File: src/rtl/pulse_cond_pkg.sv
// Shared types and helpers for the multi-channel pulse conditioner.
package pulse_cond_pkg;

  // Per-channel edge selection; the encoding matches the mode_i bit pairs.
  typedef enum logic [1:0] {
    OFF  = 2'b00,
    RISE = 2'b01,
    FALL = 2'b10,
    BOTH = 2'b11
  } edge_mode_t;

  // Per-channel sequencing state.
  typedef enum logic [1:0] {
    S_IDLE    = 2'd0,
    S_ACTIVE  = 2'd1,
    S_HOLDOFF = 2'd2
  } chan_state_t;

  // Larger of two integers, used to size the shared stretch/hold-off counter.
  function automatic int max_int(input int a, input int b);
    return (a > b) ? a : b;
  endfunction

  // Qualify raw rise/fall indications with the selected edge mode.
  function automatic logic edge_event(input edge_mode_t mode,
                                      input logic rise,
                                      input logic fall);
    logic rise_en;
    logic fall_en;
    rise_en = (mode == RISE) || (mode == BOTH);
    fall_en = (mode == FALL) || (mode == BOTH);
    return (rise_en & rise) | (fall_en & fall);
  endfunction

endpackage

File: src/rtl/pulse_cond_chan.sv
// One conditioner channel: input synchroniser, edge detector, and an
// IDLE -> ACTIVE -> HOLDOFF sequencer driving a one-cycle pulse, a stretched
// level and a sticky overrun flag.
//
// There is no handshake on this block: inputs are sampled every clock and
// every output is a registered level. pulse_o is high for exactly one cycle
// per accepted event; stretch_o and overrun_o are plain levels.
module pulse_cond_chan
  import pulse_cond_pkg::*;
#(
  parameter int SYNC_STAGES = 2,
  parameter int STRETCH     = 12,
  parameter int HOLDOFF     = 4
) (
  input  logic        sync_clk,
  input  logic        rst,
  input  logic        in_i,
  input  logic [1:0]  mode_i,
  input  logic        retrig_i,
  input  logic        clr_i,
  output logic        pulse_o,
  output logic        stretch_o,
  output logic        overrun_o,
  output chan_state_t state_o
);

  // One counter serves both the stretch and the hold-off phases.
  localparam int CNT_MAX = max_int(STRETCH, HOLDOFF);
  localparam int CNT_W   = $clog2(CNT_MAX + 1);

  // Values loaded into the counter on phase entry; the counter expires at 0.
  localparam logic [CNT_W-1:0] STR_LOAD = CNT_W'(STRETCH - 1);
  localparam logic [CNT_W-1:0] HO_LOAD  = CNT_W'((HOLDOFF > 0) ? (HOLDOFF - 1) : 0);

  logic [SYNC_STAGES-1:0] sync_q;
  logic                   prev_q;
  logic                   last_s;
  logic                   rise_s;
  logic                   fall_s;
  logic                   evt_s;
  chan_state_t            state_q;
  logic [CNT_W-1:0]       cnt_q;

  assign last_s  = sync_q[SYNC_STAGES-1];
  assign state_o = state_q;

  // Synchroniser chain plus one extra flop holding the previous synced value.
  always_ff @(posedge sync_clk) begin
    if (rst) begin
      sync_q <= '0;
      prev_q <= 1'b0;
    end else begin
      sync_q <= {sync_q[SYNC_STAGES-2:0], in_i};
      prev_q <= last_s;
    end
  end

  // Raw edges from the synced level, then gated by the live mode selection.
  always_comb begin
    rise_s = last_s & ~prev_q;
    fall_s = ~last_s & prev_q;
    evt_s  = edge_event(edge_mode_t'(mode_i), rise_s, fall_s);
  end

  // Sequencer: pulse/stretch generation, counter, and the sticky overrun flag.
  always_ff @(posedge sync_clk) begin
    if (rst) begin
      state_q   <= S_IDLE;
      cnt_q     <= '0;
      pulse_o   <= 1'b0;
      stretch_o <= 1'b0;
      overrun_o <= 1'b0;
    end else begin
      // The pulse is only ever raised from IDLE, so it can never last longer
      // than one cycle even with the input held at the active level.
      pulse_o <= 1'b0;

      unique case (state_q)
        S_IDLE: begin
          if (evt_s) begin
            pulse_o   <= 1'b1;
            stretch_o <= 1'b1;
            cnt_q     <= STR_LOAD;
            state_q   <= S_ACTIVE;
          end
        end

        S_ACTIVE: begin
          // A retriggering event beats expiry in the same cycle.
          if (evt_s && retrig_i) begin
            cnt_q <= STR_LOAD;
          end else if (cnt_q == '0) begin
            stretch_o <= 1'b0;
            if (HOLDOFF > 0) begin
              cnt_q   <= HO_LOAD;
              state_q <= S_HOLDOFF;
            end else begin
              state_q <= S_IDLE;
            end
          end else begin
            cnt_q <= cnt_q - 1'b1;
          end
        end

        S_HOLDOFF: begin
          // Events are dropped here without flagging overrun.
          if (cnt_q == '0) begin
            state_q <= S_IDLE;
          end else begin
            cnt_q <= cnt_q - 1'b1;
          end
        end

        default: begin
          state_q   <= S_IDLE;
          cnt_q     <= '0;
          stretch_o <= 1'b0;
        end
      endcase

      // A new overrun takes priority over a simultaneous clear.
      if ((state_q == S_ACTIVE) && evt_s && !retrig_i) begin
        overrun_o <= 1'b1;
      end else if (clr_i) begin
        overrun_o <= 1'b0;
      end
    end
  end

endmodule

File: src/rtl/pulse_condition_multi.sv
// Multi-channel pulse conditioner: CHANNELS independent copies of
// pulse_cond_chan sharing one clock, one reset and one overrun clear.
// dbg_state_o carries each channel's sequencer state (2 bits per channel,
// same slicing as mode_i) for observation only.
module pulse_condition_multi
  import pulse_cond_pkg::*;
#(
  parameter int CHANNELS    = 4,
  parameter int SYNC_STAGES = 2,
  parameter int STRETCH     = 12,
  parameter int HOLDOFF     = 4
) (
  input  logic                  sync_clk,
  input  logic                  rst,
  input  logic [CHANNELS-1:0]   in_i,
  input  logic [2*CHANNELS-1:0] mode_i,
  input  logic [CHANNELS-1:0]   retrig_i,
  input  logic                  clr_i,
  output logic [CHANNELS-1:0]   pulse_o,
  output logic [CHANNELS-1:0]   stretch_o,
  output logic [CHANNELS-1:0]   overrun_o,
  output logic [2*CHANNELS-1:0] dbg_state_o
);

  // One channel per input bit; channels never interact.
  for (genvar g = 0; g < CHANNELS; g++) begin : g_chan
    chan_state_t state_s;

    pulse_cond_chan #(
      .SYNC_STAGES (SYNC_STAGES),
      .STRETCH     (STRETCH),
      .HOLDOFF     (HOLDOFF)
    ) u_chan (
      .sync_clk  (sync_clk),
      .rst       (rst),
      .in_i      (in_i[g]),
      .mode_i    (mode_i[2*g +: 2]),
      .retrig_i  (retrig_i[g]),
      .clr_i     (clr_i),
      .pulse_o   (pulse_o[g]),
      .stretch_o (stretch_o[g]),
      .overrun_o (overrun_o[g]),
      .state_o   (state_s)
    );

    assign dbg_state_o[2*g +: 2] = state_s;
  end

endmodule

File: config.mk
export PLATFORM = sky130hd
export DESIGN_NAME = pulse_condition_multi
export DESIGN_NICKNAME = d
export VERILOG_FILES = /design/src/rtl/pulse_cond_pkg.sv /design/src/rtl/pulse_cond_chan.sv /design/src/rtl/pulse_condition_multi.sv
export SDC_FILE = /design/constraint.sdc
export NUM_CORES = 1
export LEC_CHECK = 0
export ABC_AREA = 1
export CAP_MARGIN = 20
export CORE_UTILIZATION = 53
export DETAILED_ROUTE_END_ITERATION = 7
export PLACE_DENSITY_LB_ADDON = 0.12
export SLEW_MARGIN = 10
export SYNTH_ARGS = -nofsm -noshare
export SYNTH_HDL_FRONTEND = slang
export SYNTH_SLANG_ARGS = --single-unit
File: constraint.sdc
create_clock -name sync_clk -period 3.3 [get_ports sync_clk]
set_input_delay 0.825 -clock sync_clk [delete_from_list [all_inputs] [get_ports sync_clk]]
set_output_delay 0.825 -clock sync_clk [all_outputs]
set_load 0.05 [all_outputs]
== After elaboration in Yosys (flattened, before gate mapping) ==
Index checks and enable logic that the tools add are counted.

* Add/subtract/negate cells: 4
* Equal/unequal tests: 40
* Multiplexer cells: 65
* Bitwise operators: 36
* Reduce and logical (&&, ||, !) cells: 52

{| class="wikitable"
|+ Operators by type and width
! kind !! number
|-
| $mux W4 || 16
|-
| $pmux W4 S3 || 4
|-
| $mux W2 || 16
|-
| $reduce_and A4 Y1 || 8
|-
| $eq A2 B2 Y1 const B || 12
|-
| $ne A2 B1 Y1 const B || 12
|-
| $pmux W2 S3 || 4
|-
| $mux W1 || 21
|-
| $and A1 B1 Y1 || 16
|-
| $eq A2 B1 Y1 const B || 8
|-
| $logic_not A4 Y1 || 4
|-
| $ne A2 B2 Y1 const B || 8
|-
| $not A1 Y1 || 16
|-
| $sub A4 B1 Y4 const B || 4
|-
| $logic_and A1 B1 Y1 || 12
|-
| $pmux W1 S3 || 4
|-
| $logic_not A2 Y1 || 4
|-
| $logic_or A1 B1 Y1 || 8
|-
| $reduce_and A2 Y1 || 4
|-
| $reduce_bool A2 Y1 || 4
|-
| $reduce_or A2 Y1 || 4
|-
| $logic_not A1 Y1 || 4
|-
| $or A1 B1 Y1 || 4
|}

* Bits in registers: 48
* Output and inout bits: 20

== Depth between registers and ports, before layout ==
Gate-level depths: netlist of the first run.

* Depth after elaboration: 7
* Mapped depth: 11
* Mapped depth without buffers: 11

== Modules after synthesis ==
From an unflattened synthesis of the first run, not the netlist that was laid out.

* Cells, all modules: 371
* Area total of the unflattened synthesis: 2560.0 um^2

{| class="wikitable"
|+ By module, submodules not included
! module !! instances !! cells an instance !! area each (um^2) !! seq. area each (um^2)
|-
| pulse_cond_chan at g_chan[0].u_chan ... || 3 || 93 || 640.6 || 240.2
|-
| pulse_cond_chan at g_chan[1].u_chan || 1 || 92 || 638.1 || 240.2
|}

== Worst setup path before layout of the first run ==
Ideal clock, no wire load.

* Kind: in2reg
* Start: input port rst
* End: register g_chan[0].u_chan.cnt_q[2]
* Library setup time: 0.116 ns
* Arrival time: 1.462 ns
* Data required time: 3.184 ns
* Setup slack: 1.722 ns
* Cell stages on the path: 4
* Buffers on the path: 2
* Cell sequence: clkbuf_1 clkbuf_1 o21bai_1 nor2_1

{| class="wikitable"
|+ RTL lines
! what !! line !! text
|-
| start: declaration || pulse_condition_multi.sv:14 || <nowiki>input logic rst,</nowiki>
|-
| end signal: assignment || pulse_cond_chan.sv:101 || <nowiki>cnt_q <= cnt_q - 1'b1;</nowiki>
|-
| end signal: assignment || pulse_cond_chan.sv:110 || <nowiki>cnt_q <= cnt_q - 1'b1;</nowiki>
|-
| end: declaration || pulse_cond_chan.sv:42 || <nowiki>logic [CNT_W-1:0] cnt_q;</nowiki>
|}

== Worst setup path in the final report of the first run ==
* Start: register g_chan[0].u_chan.state_q[0]
* End: output port dbg_state_o[0]

{| class="wikitable"
|+ RTL lines
! what !! line !! text
|-
| start: declaration || pulse_cond_chan.sv:41 || <nowiki>chan_state_t state_q;</nowiki>
|-
| start signal: assignment || pulse_cond_chan.sv:68 || <nowiki>state_q <= S_IDLE;</nowiki>
|-
| start signal: assignment || pulse_cond_chan.sv:84 || <nowiki>state_q <= S_ACTIVE;</nowiki>
|-
| start signal: assignment || pulse_cond_chan.sv:96 || <nowiki>state_q <= S_HOLDOFF;</nowiki>
|-
| end: declaration || pulse_condition_multi.sv:22 || <nowiki>output logic [2*CHANNELS-1:0] dbg_state_o</nowiki>
|}

No word-level cell between the ends.

==> results.py, run 1 <==
metrics = {
    "finish": {
        "fillCellCount": 436,
        "layout-drive-gt1-share_pct": 2.35,
        "area_growth_pct": 17.5,
        "diodes": 0,
        "fin_nets": 450,
    },
    "cts": {
        "cts.repair.resized": 0,
        "ctsRootBufferMaster": "clkbuf_8",
        "path_clk_slew_ps": 90,
        "post_cts_buffers": 0,
        "cts_made_buffers": 5,
        "clock-sinks": 48,
        "clk_path_buf_depth": 2,
        "cts_hold_buf": 0,
        "htreeDepth": 2,
        "cts_tree": "built",
        "clkLatencyLatePin_ps": 310,
    },
    "sta": {
        "slew_violations": 0,
        "finalSetupTns_ps": 0,
        "fin_skew_ps": 7.69,
        "tightest_slew_ps": 579,
        "hold_viol_final": 0,
        "fmax_mhz": 400,
        "maxSlewHeadroom_pct": 61.4,
        "rsz0062_at_grt": "false",
        "fin_crit_sh_pct": 75.7,
        "finalSetupViolCount": 0,
        "period_needed_ps": 2500,
    },
    "drt": {
        "drt-total-wl_mm": 5.19,
        "vias_per_cell": 5.02,
        "wl_per_cell_um": 10.9,
        "drt-met1-wl_mm": 2.38,
        "routed.top_layer": "met4",
        "dr_wl_met3_um": 204,
        "dr.pass1.iters": 6,
        "drt_iter0_markers": 131,
        "drtAntennaViolNets": 0,
        "dr_total_vias": 2396,
        "met2_length_mm": 2.53,
        "drc_errors": 3,
    },
    "hold_path": {
        "hp-class": "reg -> reg",
    },
    "synthesis": {
        "syn_nets": 422,
        "synthCells": 396,
        "synth.top_cells.by_area": "dfxtp_1, nand2_1, inv_1, nand3_1, nor2_1",
        "netlist_area_sq_mm": 0.00254,
        "synthDominantCellAreaShare_pct": 37.9,
        "ys_ff_latch": 48,
        "yosysWarnings": 0,
        "synth_seq_area_share_pct": 37.9,
        "avgSynthCellArea_sq_um": 6.41,
        "synth_top_cell_by_area": "dfxtp_1",
        "synth.distinct_cells": 21,
    },
    "floorplanning": {
        "fp-row-count": 24,
        "die_w_um": 71.2,
        "ioPinCount": 39,
        "die_h_um": 71.2,
        "fp.coreArea_sq_mm": 0.00447,
        "start_util_pct": 56.7,
        "die_area_sq_mm": 0.00507,
    },
    "setup_path": {
        "cp_max_fo": 9,
        "path_cells": "clkdlybuf4s50_1",
        "cp.depth": 1,
        "cp-end-kind": "primary output",
        "r2r_slack_ps": 1720,
        "critPathSlowestCell": "clkdlybuf4s50_1",
        "cpLargestDelayFamily": "buffers and inverters",
        "critPathLaunch": "g_chan[0].u_chan.state_o[0]",
        "critical_path_buf_inv_count": 1,
        "crit_path_end": "dbg_state_o[0]",
        "reg2reg_from": "g_chan[0].u_chan.cnt_q[0]",
        "startpoint_type": "register",
        "crit_required_ps": 2470,
        "arrival_ps": 1670,
        "reg2reg_depth": 9,
        "r2r-end": "g_chan[0].u_chan.stretch_o",
        "max_stage_delay_ps": 870,
        "path_class": "reg -> out",
    },
    "global_route": {
        "antenna_found_initial": 0,
        "grt_pass1_vias": 2190,
        "grt_max_degree": 33,
        "grt_usage_pct": 21.8,
        "grt_pass1_wl_mm": 8.79,
        "overflow": 0,
    },
    "power": {
        "power_uw": 1340,
        "leakagePower_uw": 0.00144,
        "power_density_mw_per_mm2": 450,
        "peakVddDrop_uv": 293,
    },
    "status": {
        "outcome": "finished with violations",
        "violations": "DRC",
    },
    "place": {
        "portBuffers": 38,
        "gpl.final_weighted_congestion": 0.827,
        "dp_hpwl_mm": 3.77,
    },
    "run": {
        "maxCapViolCount": 0,
    },
}
metrics by stage:
step | hold slack [ps] | setup slack (ps) | instances | area (sq um) | utilization (%)
6_report | 399 | 801 | 477 | 2980 | 66.6
2_1_floorplan | 388 | 1720 | 396 | 2540 | -
3_5_place_dp | 394 | 1150 | 469 | 2870 | 64.1
3_3_place_gp | 390 | 1180 | 469 | 2870 | 64.1
4_1_cts | 405 | 800 | 477 | 2980 | 66.6
5_1_grt | 410 | 753 | 477 | 2980 | 66.6
worst min-delay path by stage:
| stage | slack, ps | to | startpoint | cells past startpoint |
|---|---|---|---|---|
| after detailed placement | 390 | g_chan[2].u_chan.sync_q[1] | g_chan[2].u_chan.sync_q[0] | 2 |
| after floorplan | 390 | g_chan[0].u_chan.sync_q[1] | g_chan[0].u_chan.sync_q[0] | 2 |
| after CTS | 410 | g_chan[3].u_chan.sync_q[1] | g_chan[3].u_chan.sync_q[0] | 2 |
| final | 400 | g_chan[3].u_chan.sync_q[1] | g_chan[3].u_chan.sync_q[0] | 2 |
| after global placement | 390 | g_chan[1].u_chan.sync_q[1] | g_chan[1].u_chan.sync_q[0] | 2 |
| after global routing | 410 | g_chan[2].u_chan.sync_q[1] | g_chan[2].u_chan.sync_q[0] | 2 |
area by class of cell:
type / instances / area, sq um / share of cell area [%]
clock buffer: 5 / 68.8 / 2.31
clock inverter: 3 / 42.5 / 1.43
inverter: 67 / 251 / 8.44
multi-input combinational: 263 / 1200 / 40.4
sequential: 48 / 961 / 32.2
tap: 52 / 65.1 / 2.18
timing repair buffer: 39 / 388 / 13.0
sequential cells by signal (all words and copies together) (netlist names):
register,cells
g_chan.u_chan.prev_q,4
g_chan.u_chan.state_o,8
g_chan.u_chan.cnt_q,16
g_chan.u_chan.stretch_o,4
g_chan.u_chan.overrun_o,4
g_chan.u_chan.pulse_o,4
g_chan.u_chan.sync_q,8
layer usage:
layer | global-route usage, % | vias to the layer above
li1 | - | 1276
met1 | 25.4 | 1057
met2 | 39.0 | 55
met3 | 4.27 | 8
met4 | 8.89 | 0
met5 | 0 | -
placed cells by master, fill, tap and decap left out:
cell / instances
ha_1: 7
nand3_1: 43
nand4_1: 4
inv_1: 66
nand3b_1: 5
inv_2: 1
nor2_1: 45
nor4_1: 1
o2111ai_1: 1
xor2_1: 1
clkdlybuf4s50_1: 38
o21ai_0: 8
a31oi_1: 2
dfxtp_1: 48
bufinv_16: 1
buf_4: 1
clkinv_2: 1
nand2_1: 115
o22ai_1: 1
o21bai_1: 2
a21oi_1: 28
clkbuf_8: 5
clkinvlp_4: 1
Yosys cell counts:
library cell and instances:
nand3b_1 5, nand3_1 43, o21ai_0 8, inv_1 66, nand4_1 4, nor4_1 1, inv_2 1, nand2_1 115
nor2_1 45, buf_2 1, o22ai_1 1, o2111ai_1 1, buf_4 12, a31oi_1 2, a21oi_1 28, ha_1 7
o21bai_1 2, dfxtp_1 48, clkbuf_1 4, buf_6 1, xor2_1 1
cells by family after synthesis:
| group | synth area share (%) |
|---|---|
| fa+ha+maj | 3.45 |
| compound gates | 8.78 |
| simple gates | 34.9 |
| xor+xnor | 0.345 |
| buf+inv | 14.7 |
| flops | 37.9 |
report_power, final:
part           internal, uW  leakage, uW  total, uW  switching (uW)
Combinational           104     0.000995        273             169
Sequential              611     0.000392        636            24.6
Clock                   224    0.0000541        432             208
Total                   940      0.00144       1340             402
Note: power is estimated with default switching activity, not from simulation.
==> inputs of run 2 (changes only) <==
Settings changed: CORE_UTILIZATION 53 to 48.
Clock period 3.3 ns to 2.2 ns, I/O delays scaled along.
==> results.py, run 2 (same netlist as run 1, synthesis figures left out) <==
metrics = {
    "drt": {
        "dr_total_vias": 2361,
        "drc_errors": 0,
        "drt_iter0_markers": 114,
        "drt-total-wl_mm": 5.03,
        "wl_per_cell_um": 10.2,
        "vias_per_cell": 4.77,
        "dr.pass1.iters": 4,
        "drtAntennaViolNets": 0,
    },
    "cts": {
        "clock-sinks": 48,
        "cts_made_buffers": 5,
        "path_clk_slew_ps": 90,
        "htreeDepth": 2,
        "cts_hold_buf": 0,
        "clkLatencyLatePin_ps": 300,
        "cts.repair.resized": 0,
        "clk_path_buf_depth": 2,
        "cts_tree": "built",
        "post_cts_buffers": 0,
        "ctsRootBufferMaster": "clkbuf_8",
    },
    "floorplanning": {
        "die_w_um": 74.7,
        "start_util_pct": 49.7,
        "fp-row-count": 26,
        "ioPinCount": 39,
        "die_area_sq_mm": 0.00558,
        "fp.coreArea_sq_mm": 0.00511,
        "die_h_um": 74.7,
    },
    "setup_path": {
        "max_stage_delay_ps": 840,
        "crit_required_ps": 1650,
        "arrival_ps": 1570,
        "cp_max_fo": 6,
        "cp-end-kind": "primary output",
        "startpoint_type": "register",
        "critPathSlowestCell": "clkdlybuf4s50_1",
        "critical_path_buf_inv_count": 1,
        "path_cells": "clkdlybuf4s50_1",
        "cpLargestDelayFamily": "buffers and inverters",
        "path_class": "reg -> out",
    },
    "sta": {
        "fin_crit_sh_pct": 96.3,
        "finalSetupViolCount": 0,
        "fin_skew_ps": 10.3,
        "finalSetupTns_ps": 0,
        "slew_violations": 0,
        "period_needed_ps": 2120,
        "tightest_slew_ps": 528,
        "rsz0062_at_grt": "false",
        "layout_setup_ws_ps": 81.5,
        "hold_viol_final": 0,
        "maxSlewHeadroom_pct": 64.8,
        "fmax_mhz": 472,
    },
    "global_route": {
        "grt_pass1_wl_mm": 8.71,
        "grt_usage_pct": 20.2,
        "grt_max_degree": 33,
        "overflow": 0,
        "antenna_found_initial": 0,
        "grt_pass1_vias": 2080,
    },
    "finish": {
        "final_cell_mix": "nand2_1, inv_1, dfxtp_1",
        "diodes": 0,
        "layout-drive-gt1-share_pct": 2.82,
        "fin_nets": 450,
        "regArea_sq_um": 961,
        "area_growth_pct": 18.2,
        "final_common_cell": "nand2_1",
        "fillCellCount": 526,
        "largest-register": "g_chan.u_chan.cnt_q",
        "multi_input_area_sq_mm": 0.00120,
        "largest_reg_flops": 16,
    },
    "hold_path": {
        "hp-class": "reg -> reg",
    },
    "status": {
        "outcome": "finished clean",
    },
    "power": {
        "leakagePower_uw": 0.00146,
        "peakVddDrop_uv": 384,
        "power_density_mw_per_mm2": 643,
    },
    "place": {
        "dp_hpwl_mm": 3.71,
        "pre_cts_slack_ps": 298,
        "gpl.final_weighted_congestion": 0.818,
        "portBuffers": 38,
    },
    "run": {
        "maxCapViolCount": 0,
    },
}
run 2: changes by cell type in the layout (fill, tap and decap cells not counted), sizes merged:
cell	before	now
bufinv	1	0
clkinv	1	0
clkbuf	5	6
dlymetal6s2s	0	1
clkinvlp	1	2
clkdlybuf4s50	38	35
buf	1	3
run 2: per-stage QoR:
stage / hold slack [ps] / util [%] / area (sq um) / power [uW] / cells
floorplan: 388 / - / 2540 / 1270 / 396
global placement: 390 / 56.8 / 2900 / 1380 / 487
detailed placement: 397 / 56.8 / 2900 / 1380 / 487
CTS: 412 / 58.7 / 3000 / 1950 / 495
global route: 420 / 58.7 / 3000 / 2050 / 495
finish: 409 / 58.7 / 3000 / 1930 / 495
run 2: path summary, 6_finish.rpt:
path,from,end,slack [ps],depth (start not counted)
worst max-delay path,g_chan[3].u_chan.state_o[0],dbg_state_o[6],80,1
worst min-delay path,g_chan[1].u_chan.sync_q[0],g_chan[1].u_chan.sync_q[1],410,2
worst max register to register,g_chan[0].u_chan.cnt_q[0],g_chan[0].u_chan.stretch_o,700,9
worst min register to register,g_chan[1].u_chan.sync_q[0],g_chan[1].u_chan.sync_q[1],410,2
run 2: area by class of cell:
cell class                 instances  share of cell area (%)
tap                               70                    2.92
multi-input combinational        263                    40.1
inverter                          67                    8.39
clock inverter                     2                   0.501
sequential                        48                    32.0
clock buffer                       6                    2.75
timing repair buffer              39                    13.3
run 2: routing by layer:
metal  track usage [%]  part of all wire (%)  vias up  wire length, um
li1                  -                     -     1276                -
met1              25.2                    49     1036             2490
met2              33.9                    45       42             2280
met3              4.95                   3.7        7              185
met4              6.92                   1.5        0               77
met5                 0                     0        -                0
run 2: where the power goes:
| group | switching [uW] | total (uW) | internal (uW) |
|---|---|---|---|
| sequential | 36.0 | 953 | 917 |
| clock | 310 | 565 | 255 |
| combinational | 253 | 411 | 157 |
